File: config.mk
export PLATFORM = sky130hd
export DESIGN_NAME = riscv_mem
export DESIGN_NICKNAME = d
export VERILOG_FILES = /design/src/rtl/riscv_mem_pkg.sv /design/src/rtl/riscv_mem_lane.sv /design/src/rtl/riscv_mem.sv
export SDC_FILE = /design/constraint.sdc
export NUM_CORES = 1
export LEC_CHECK = 0
export CAP_MARGIN = 15
export CORE_UTILIZATION = 41
export DETAILED_ROUTE_END_ITERATION = 7
export PLACE_DENSITY = 0.78
export RECOVER_POWER = 50
export SYNTH_ARGS = -nofsm -noshare
export SYNTH_HDL_FRONTEND = slang
export SYNTH_HIERARCHICAL = 1
export SYNTH_SLANG_ARGS = --single-unit
File: constraint.sdc
create_clock -name clk -period 2.5 [get_ports clk]
set_input_delay 0.5 -clock clk [delete_from_list [all_inputs] [get_ports clk]]
set_output_delay 0.5 -clock clk [all_outputs]
set_load 0.05 [all_outputs]
File: src/rtl/riscv_mem_pkg.sv
// riscv_mem_pkg
//   Shared encodings for the memory-access stage.
//   - LD_* load function codes. They travel from execute through MEM to writeback.
//   - ST_* store function codes. They are consumed entirely inside MEM.
//   - mem_state_e is the MEM stage control state.
//   - acc_size_e and its decode helpers are used by the lane generator.
package riscv_mem_pkg;

  localparam int LD_FUNCT_W = 3;
  localparam logic [LD_FUNCT_W-1:0] LD_NOP = 3'd0;
  localparam logic [LD_FUNCT_W-1:0] LD_LB  = 3'd1;
  localparam logic [LD_FUNCT_W-1:0] LD_LH  = 3'd2;
  localparam logic [LD_FUNCT_W-1:0] LD_LW  = 3'd3;
  localparam logic [LD_FUNCT_W-1:0] LD_LBU = 3'd4;
  localparam logic [LD_FUNCT_W-1:0] LD_LHU = 3'd5;

  localparam int ST_FUNCT_W = 2;
  localparam logic [ST_FUNCT_W-1:0] ST_NOP = 2'd0;
  localparam logic [ST_FUNCT_W-1:0] ST_SB  = 2'd1;
  localparam logic [ST_FUNCT_W-1:0] ST_SH  = 2'd2;
  localparam logic [ST_FUNCT_W-1:0] ST_SW  = 2'd3;

  typedef enum logic [1:0] {
    MEM_EMPTY   = 2'd0,
    MEM_CMD     = 2'd1,
    MEM_WB_WAIT = 2'd2
  } mem_state_e;

  typedef enum logic [1:0] {
    SZ_NONE = 2'd0,
    SZ_BYTE = 2'd1,
    SZ_HALF = 2'd2,
    SZ_WORD = 2'd3
  } acc_size_e;

  function automatic acc_size_e ld_size(input logic [LD_FUNCT_W-1:0] f);
    case (f)
      LD_LB, LD_LBU: ld_size = SZ_BYTE;
      LD_LH, LD_LHU: ld_size = SZ_HALF;
      LD_LW:         ld_size = SZ_WORD;
      default:       ld_size = SZ_NONE;
    endcase
  endfunction

  function automatic acc_size_e st_size(input logic [ST_FUNCT_W-1:0] f);
    case (f)
      ST_SB:   st_size = SZ_BYTE;
      ST_SH:   st_size = SZ_HALF;
      ST_SW:   st_size = SZ_WORD;
      default: st_size = SZ_NONE;
    endcase
  endfunction

endpackage

File: src/rtl/riscv_mem_lane.sv
// riscv_mem_lane
//   Combinational byte-lane generator for the memory stage.
//   Ports:
//     ld_funct_i  in   load function (LD_NOP if none)
//     st_funct_i  in   store function (ST_NOP if none)
//     addr_lo_i   in   address bits [1:0]
//     wdata_i     in   raw store data (rs2)
//     be_o        out  byte enables for the access
//     wdata_o     out  store data replicated across the lanes
//     misalign_o  out  access size is not naturally aligned at addr_lo_i
module riscv_mem_lane
  import riscv_mem_pkg::*;
(
  input  logic [LD_FUNCT_W-1:0] ld_funct_i,
  input  logic [ST_FUNCT_W-1:0] st_funct_i,
  input  logic [1:0]            addr_lo_i,
  input  logic [31:0]           wdata_i,
  output logic [3:0]            be_o,
  output logic [31:0]           wdata_o,
  output logic                  misalign_o
);

  acc_size_e acc_size;
  acc_size_e wr_size;

  assign wr_size = st_size(st_funct_i);

  // A store's size wins when picking the byte enables. Both functs set at
  // once is illegal and gets trapped in the stage itself.
  always_comb begin
    acc_size   = (st_funct_i != ST_NOP) ? wr_size : ld_size(ld_funct_i);
    be_o       = 4'b0000;
    misalign_o = 1'b0;
    case (acc_size)
      SZ_BYTE: be_o = 4'b0001 << addr_lo_i;
      SZ_HALF: begin
        // addr 3 shifts the upper enable bit out, which leaves 4'b1000.
        // That case is only issued when alignment checking is off.
        be_o       = 4'b0011 << addr_lo_i;
        misalign_o = addr_lo_i[0];
      end
      SZ_WORD: begin
        be_o       = 4'b1111;
        misalign_o = (addr_lo_i != 2'b00);
      end
      default: ;
    endcase
  end

  // Each byte lane picks its source byte according to the store size.
  // This makes the data valid on any lane that the enables select.
  genvar gi;
  generate
    for (gi = 0; gi < 4; gi++) begin : g_lane
      assign wdata_o[8*gi +: 8] =
        (wr_size == SZ_BYTE) ? wdata_i[7:0] :
        (wr_size == SZ_HALF) ? wdata_i[8*(gi%2) +: 8] :
                               wdata_i[8*gi +: 8];
    end
  endgenerate

endmodule

File: src/rtl/riscv_mem.sv
// riscv_mem
//   Memory-access pipeline stage between execute and writeback.
//   The stage accepts one EX result per handshake. For loads and stores it
//   issues a command on the data bus. It then hands the load function, the
//   address or result, and the destination register on to writeback.
//   Stores are posted and complete at grant. Load responses go to WB.
//   Ports:
//     clk, rst              clock; synchronous active-high reset
//     ex_mem_*              EX -> MEM handshake (rdy/ack) and payload
//     data_bif_*            data bus command (req/gnt handshake)
//     mem_wb_*              MEM -> WB handshake (rdy/ack) and payload
//     mem_misalign          one-cycle pulse when a misaligned access is dropped
//   Parameters:
//     ALIGN_CHECK  1: suppress and flag misaligned half/word accesses
//     ADDR_W       bus address width (3..32), taken from the low address bits
module riscv_mem
  import riscv_mem_pkg::*;
#(
  parameter bit ALIGN_CHECK = 1'b1,
  parameter int ADDR_W      = 32
) (
  input  logic                  clk,
  input  logic                  rst,
  // execute side
  input  logic                  ex_mem_rdy,
  output logic                  ex_mem_ack,
  input  logic [LD_FUNCT_W-1:0] ex_mem_ld_funct,
  input  logic [ST_FUNCT_W-1:0] ex_mem_st_funct,
  input  logic [31:0]           ex_mem_data,
  input  logic [31:0]           ex_mem_wdata,
  input  logic [4:0]            ex_mem_rsd,
  // data bus
  output logic                  data_bif_req,
  input  logic                  data_bif_gnt,
  output logic                  data_bif_rnw,
  output logic [ADDR_W-1:0]     data_bif_addr,
  output logic [3:0]            data_bif_be,
  output logic [31:0]           data_bif_wdata,
  // writeback side
  output logic                  mem_wb_rdy,
  input  logic                  mem_wb_ack,
  output logic [LD_FUNCT_W-1:0] mem_wb_funct,
  output logic [31:0]           mem_wb_data,
  output logic [4:0]            mem_wb_rsd,
  output logic                  mem_misalign
);

  mem_state_e state_q, state_d;

  logic                  req_q,      req_d;
  logic                  rnw_q,      rnw_d;
  logic [ADDR_W-1:0]     addr_q,     addr_d;
  logic [3:0]            be_q,       be_d;
  logic [31:0]           wdata_q,    wdata_d;
  logic                  rdy_q,      rdy_d;
  logic [LD_FUNCT_W-1:0] funct_q,    funct_d;
  logic [31:0]           data_q,     data_d;
  logic [4:0]            rsd_q,      rsd_d;
  logic                  misalign_q, misalign_d;

  logic        is_ld;
  logic        is_st;
  logic        accept;
  logic        bad_align;
  logic [3:0]  lane_be;
  logic [31:0] lane_wdata;
  logic        lane_misalign;

  riscv_mem_lane u_lane (
    .ld_funct_i (ex_mem_ld_funct),
    .st_funct_i (ex_mem_st_funct),
    .addr_lo_i  (ex_mem_data[1:0]),
    .wdata_i    (ex_mem_wdata),
    .be_o       (lane_be),
    .wdata_o    (lane_wdata),
    .misalign_o (lane_misalign)
  );

  assign is_ld     = (ex_mem_ld_funct != LD_NOP);
  assign is_st     = (ex_mem_st_funct != ST_NOP);
  assign bad_align = ALIGN_CHECK && lane_misalign;

  // Taking a new op while WB acks the current one gives zero-bubble flow
  // through the stage.
  assign ex_mem_ack = (state_q == MEM_EMPTY) ||
                      ((state_q == MEM_WB_WAIT) && mem_wb_ack);
  assign accept     = ex_mem_rdy && ex_mem_ack;

  always_comb begin
    state_d    = state_q;
    req_d      = req_q;
    rnw_d      = rnw_q;
    addr_d     = addr_q;
    be_d       = be_q;
    wdata_d    = wdata_q;
    rdy_d      = rdy_q;
    funct_d    = funct_q;
    data_d     = data_q;
    rsd_d      = rsd_q;
    misalign_d = 1'b0;

    case (state_q)
      MEM_CMD: begin
        if (data_bif_gnt) begin
          req_d   = 1'b0;
          rdy_d   = 1'b1;
          state_d = MEM_WB_WAIT;
        end
      end
      MEM_WB_WAIT: begin
        if (mem_wb_ack && !ex_mem_rdy) begin
          rdy_d   = 1'b0;
          state_d = MEM_EMPTY;
        end
      end
      default: ;
    endcase

    // Capture overrides the hold and drain paths above. It can only fire
    // in EMPTY, or in WB_WAIT on the same cycle as the WB ack.
    if (accept) begin
      data_d = ex_mem_data;
      if ((is_ld || is_st) && !bad_align) begin
        state_d = MEM_CMD;
        req_d   = 1'b1;
        rnw_d   = is_ld;
        addr_d  = {ex_mem_data[ADDR_W-1:2], 2'b00};
        be_d    = lane_be;
        wdata_d = lane_wdata;
        rdy_d   = 1'b0;
        funct_d = is_ld ? ex_mem_ld_funct : LD_NOP;
        rsd_d   = is_ld ? ex_mem_rsd : 5'd0;
      end else begin
        // ALU result or a dropped misaligned access. Either way there is
        // nothing to do on the bus.
        state_d    = MEM_WB_WAIT;
        req_d      = 1'b0;
        rdy_d      = 1'b1;
        funct_d    = bad_align ? LD_NOP : ex_mem_ld_funct;
        rsd_d      = bad_align ? 5'd0 : ex_mem_rsd;
        misalign_d = bad_align;
      end
    end
  end

  always_ff @(posedge clk) begin
    if (rst) begin
      state_q    <= MEM_EMPTY;
      req_q      <= 1'b0;
      rnw_q      <= 1'b0;
      addr_q     <= '0;
      be_q       <= 4'b0000;
      wdata_q    <= 32'd0;
      rdy_q      <= 1'b0;
      funct_q    <= LD_NOP;
      data_q     <= 32'd0;
      rsd_q      <= 5'd0;
      misalign_q <= 1'b0;
    end else begin
      state_q    <= state_d;
      req_q      <= req_d;
      rnw_q      <= rnw_d;
      addr_q     <= addr_d;
      be_q       <= be_d;
      wdata_q    <= wdata_d;
      rdy_q      <= rdy_d;
      funct_q    <= funct_d;
      data_q     <= data_d;
      rsd_q      <= rsd_d;
      misalign_q <= misalign_d;
    end
  end

  // EX must never present a load and a store together. This check exists
  // only in simulation.
  always_ff @(posedge clk) begin
    if (!rst && accept) begin
      assert (!(is_ld && is_st))
        else $fatal(1, "riscv_mem: load and store functions both set");
    end
  end

  assign data_bif_req   = req_q;
  assign data_bif_rnw   = rnw_q;
  assign data_bif_addr  = addr_q;
  assign data_bif_be    = be_q;
  assign data_bif_wdata = wdata_q;
  assign mem_wb_rdy     = rdy_q;
  assign mem_wb_funct   = funct_q;
  assign mem_wb_data    = data_q;
  assign mem_wb_rsd     = rsd_q;
  assign mem_misalign   = misalign_q;

endmodule

==> impl_metrics.json <==
{
  "hold_viol": 0,
  "grt_max_degree": 78,
  "leakage_nw": 2.96,
  "tightest_slew_ns": 0.559,
  "ys_seq_area_frac": 0.423,
  "switching_share": 0.400,
  "synth-simple-area-share": 0.158,
  "synth_compound_area_frac": 0.235,
  "final_max_slew_viol_count": 0,
  "hold_class": "register to register",
  "post-route-period-util": 0.968,
  "syn_inst": 592,
  "fin_ws_ns": 0.0807,
  "coreArea_um2": 12600,
  "holdWs_ns": 0.452,
  "power_density_nw_per_um2": 783,
  "cts_root_buf": "clkbuf_16",
  "grt_usage": 0.228,
  "max_freq_ghz": 0.413,
  "start_util": 0.418,
  "syn_area_per_cell_um2": 8.88,
  "fillers": 1066,
  "final_common_cell": "dfxtp_1",
  "clkSinkCount": 111,
  "cts_tree": "yes",
  "criticalPathCategory": "input port to register",
  "htreeDepth": 3,
  "grt_setup_unrepaired": "no",
  "cp-start-kind": "input port",
  "ys_ff_latch": 111,
  "dp_cells": 917,
  "finalNonFillerCells": 937,
  "numCtsBuffers": 9,
  "port_buffers": 189,
  "place_congestion": 0.839,
  "final_cell_mix": "dfxtp_1, clkdlybuf4s50_1, dlygate4sd3_1, nand2_1",
  "vias": 4998,
  "switchingPower_mw": 2.39,
  "grt_pass1_wl_um": 23600,
  "gr-total-overflow": 0,
  "crit_fanout": 7,
  "max-slew-margin-rel": 0.626,
  "worstPathRequired_ns": 2.78,
  "seq_power_share": 0.354,
  "hpwl_um": 10700,
  "rows": 41,
  "dr.first_iter.drc_count": 320,
  "fin_nets": 842,
  "drive_above_1_share": 0.169,
  "cp-end-kind": "register",
  "fin_skew_ns": 0.00353,
  "setup_viol": 0,
  "synth.distinct_cells": 50,
  "place_ws_ns": -0.494,
  "syn_to_final_growth_pct": 45.0,
  "synth_top_family_by_area": "compound AO/OA/AOI/OAI gates",
  "stdcell_area_um2": 7620,
  "vias_per_cell": 5.33,
  "avgRoutedWirePerCell_um": 16.3,
  "fin_crit_ns": 2.42,
  "comb_power_share": 0.418,
  "synth-xor-area-share": 0.00524,
  "ios": 192,
  "clock_latency_ns": 0.35,
  "share_clk_of_total_power": 0.228,
  "internal-power_mw": 3.58,
  "outcome": "finished clean",
  "multiInputGateArea_um2": 2590,
  "drv_cap": 0,
  "die_w_um": 115,
  "muxShareOfSynthArea": 0.0800,
  "routed_wirelength_um": 15300,
  "syn-cell-area_um2": 5260,
  "clockBufferDepth": 2,
  "die_h_um": 115,
  "drc": 0,
  "p_total_mw": 5.97,
  "antenna_found_initial": 2,
  "vdd_ir_drop_max_v": 0.000599,
  "cts-hold-fix-buffers": 0,
  "dr.pass1.iters": 5,
  "synthAdderAreaFrac": 0.00714,
  "fp.dieArea_um2": 13300,
  "postRouteAntennaNets": 0,
  "ys_warn_count": 6,
  "placement.cell_area_um2": 7240,
  "arrival_ns": 2.70,
  "regArea_um2": 2220,
  "grt_pass1_vias": 4814,
  "path_clk_slew_ns": 0.07
}
[stage by stage]
step,utilization,TNS (ns)
after global placement,0.576,-17.01
final,0.607,0
after CTS,0.598,0
after detailed placement,0.576,-26.84
after global routing,0.607,0
after floorplan,-,0
[flip-flops by register name, indices dropped and copies added (netlist names)]
register / cells
data_bif_addr: 30
data_bif_be: 4
data_bif_req: 1
data_bif_rnw: 1
data_bif_wdata: 32
mem_misalign: 1
mem_wb_data: 32
mem_wb_funct: 3
mem_wb_rsd: 5
state_q: 2
[final cells by class]
class | instances | share of cell area
Clock buffer | 13 | 0.0341
Inverter | 4 | 0.00197
Clock inverter | 2 | 0.00213
Multi-Input combinational cell | 413 | 0.339
Timing Repair Buffer | 221 | 0.302
Tap cell | 172 | 0.0282
Sequential cell | 111 | 0.291
Antenna cell | 1 | 0.000328
[final timing paths]
| kind | startpoint | end | slack, ns | cells past startpoint |
|---|---|---|---|---|
| worst min-delay path | mem_wb_data[6]$_SDFFE_PP0P_ | mem_wb_data[6]$_SDFFE_PP0P_ | 0.45 | 2 |
| worst max-delay path | ex_mem_ld_funct[0] | data_bif_wdata[17]$_SDFFE_PP0P_ | 0.08 | 11 |
| worst max register to register | state_q[0]$_SDFFE_PP0P_ | data_bif_addr[28]$_SDFFE_PP0P_ | 0.74 | 5 |
| worst min register to register | mem_wb_data[6]$_SDFFE_PP0P_ | mem_wb_data[6]$_SDFFE_PP0P_ | 0.45 | 2 |
[power groups by stage]
stage / Combinational, mW / Sequential [mW] / Clock, mW
finish: 2.49 / 2.11 / 1.36
global route: 2.65 / 2.13 / 1.46
CTS: 2.52 / 2.12 / 1.39
detailed placement: 2.51 / 2.16 / 0
global placement: 2.47 / 2.14 / 0
floorplan: 0.966 / 2.88 / 0
[logic make-up after synthesis]
group | Yosys count
other | 1
buffers and inverters | 69
flip-flops | 111
AO/OA/AOI/OAI | 193
adder cells (fa/ha/maj) | 3
AND/OR/NAND/NOR | 174
XOR/XNOR | 1
multiplexers | 40
[repair_timing]
item | in CTS | in global routing
setup endpoints to repair | 6 | 74
buffers inserted | 0 | 2
pin swaps | 0 | 1
resized for setup | 1 | 13
hold endpoints to repair | 0 | 0
gates cloned | 0 | 2
[critical path, stage by stage]
cell and delay, ns:
clkdlybuf4s50_1 0.46, buf_4 0.18, a311o_1 0.29, ha_1 0.22
a21oi_2 0.18, nor2_4 0.07, a21oi_4 0.24, buf_4 0.18
clkbuf_16 0.14, nand3_1 0.10, a21oi_1 0.15
[cell usage after synthesis (all sizes together)]
| library cell | count | share of area |
|---|---|---|
| a32o | 1 | 0.0019 |
| o31ai | 1 | 0.0014 |
| conb | 1 | 0.00071 |
| ha | 3 | 0.0071 |
| nor2b | 4 | 0.0067 |
| or2 | 2 | 0.0024 |
| and2 | 2 | 0.0029 |
| a221oi | 1 | 0.0029 |
| nand2b | 4 | 0.0048 |
| o21ai | 67 | 0.072 |
| inv | 4 | 0.0029 |
| and3 | 1 | 0.0012 |
| o21bai | 1 | 0.0014 |
| a31oi | 1 | 0.0012 |
| nor3 | 2 | 0.0040 |
| o211ai | 1 | 0.0014 |
| nand3b | 4 | 0.0057 |
| a21oi | 113 | 0.14 |
| nand2 | 76 | 0.055 |
| a311o | 1 | 0.0019 |
| a21o | 1 | 0.0029 |
| nor2 | 4 | 0.0029 |
| mux2 | 16 | 0.034 |
| dfxtp | 111 | 0.42 |
| nor3b | 3 | 0.0043 |
| mux2i | 24 | 0.046 |
| a311oi | 3 | 0.0062 |
| a211oi | 1 | 0.0014 |
| buf | 44 | 0.072 |
| a211o | 1 | 0.0017 |
| clkbuf | 21 | 0.016 |
| xnor2 | 1 | 0.0052 |
| nand3 | 71 | 0.068 |
| or3 | 1 | 0.0012 |
[layer usage]
metal | wire length, µm | track usage | vias to the layer above | part of all wire
met2 | 7470 | 0.393 | 197 | 0.49
li1 | - | - | 2408 | -
met5 | 16 | 0 | - | 0.0010
met4 | 263 | 0.0892 | 2 | 0.017
met1 | 6280 | 0.262 | 2365 | 0.41
met3 | 1280 | 0.0727 | 26 | 0.084
Power figures use the tool's default switching activity.
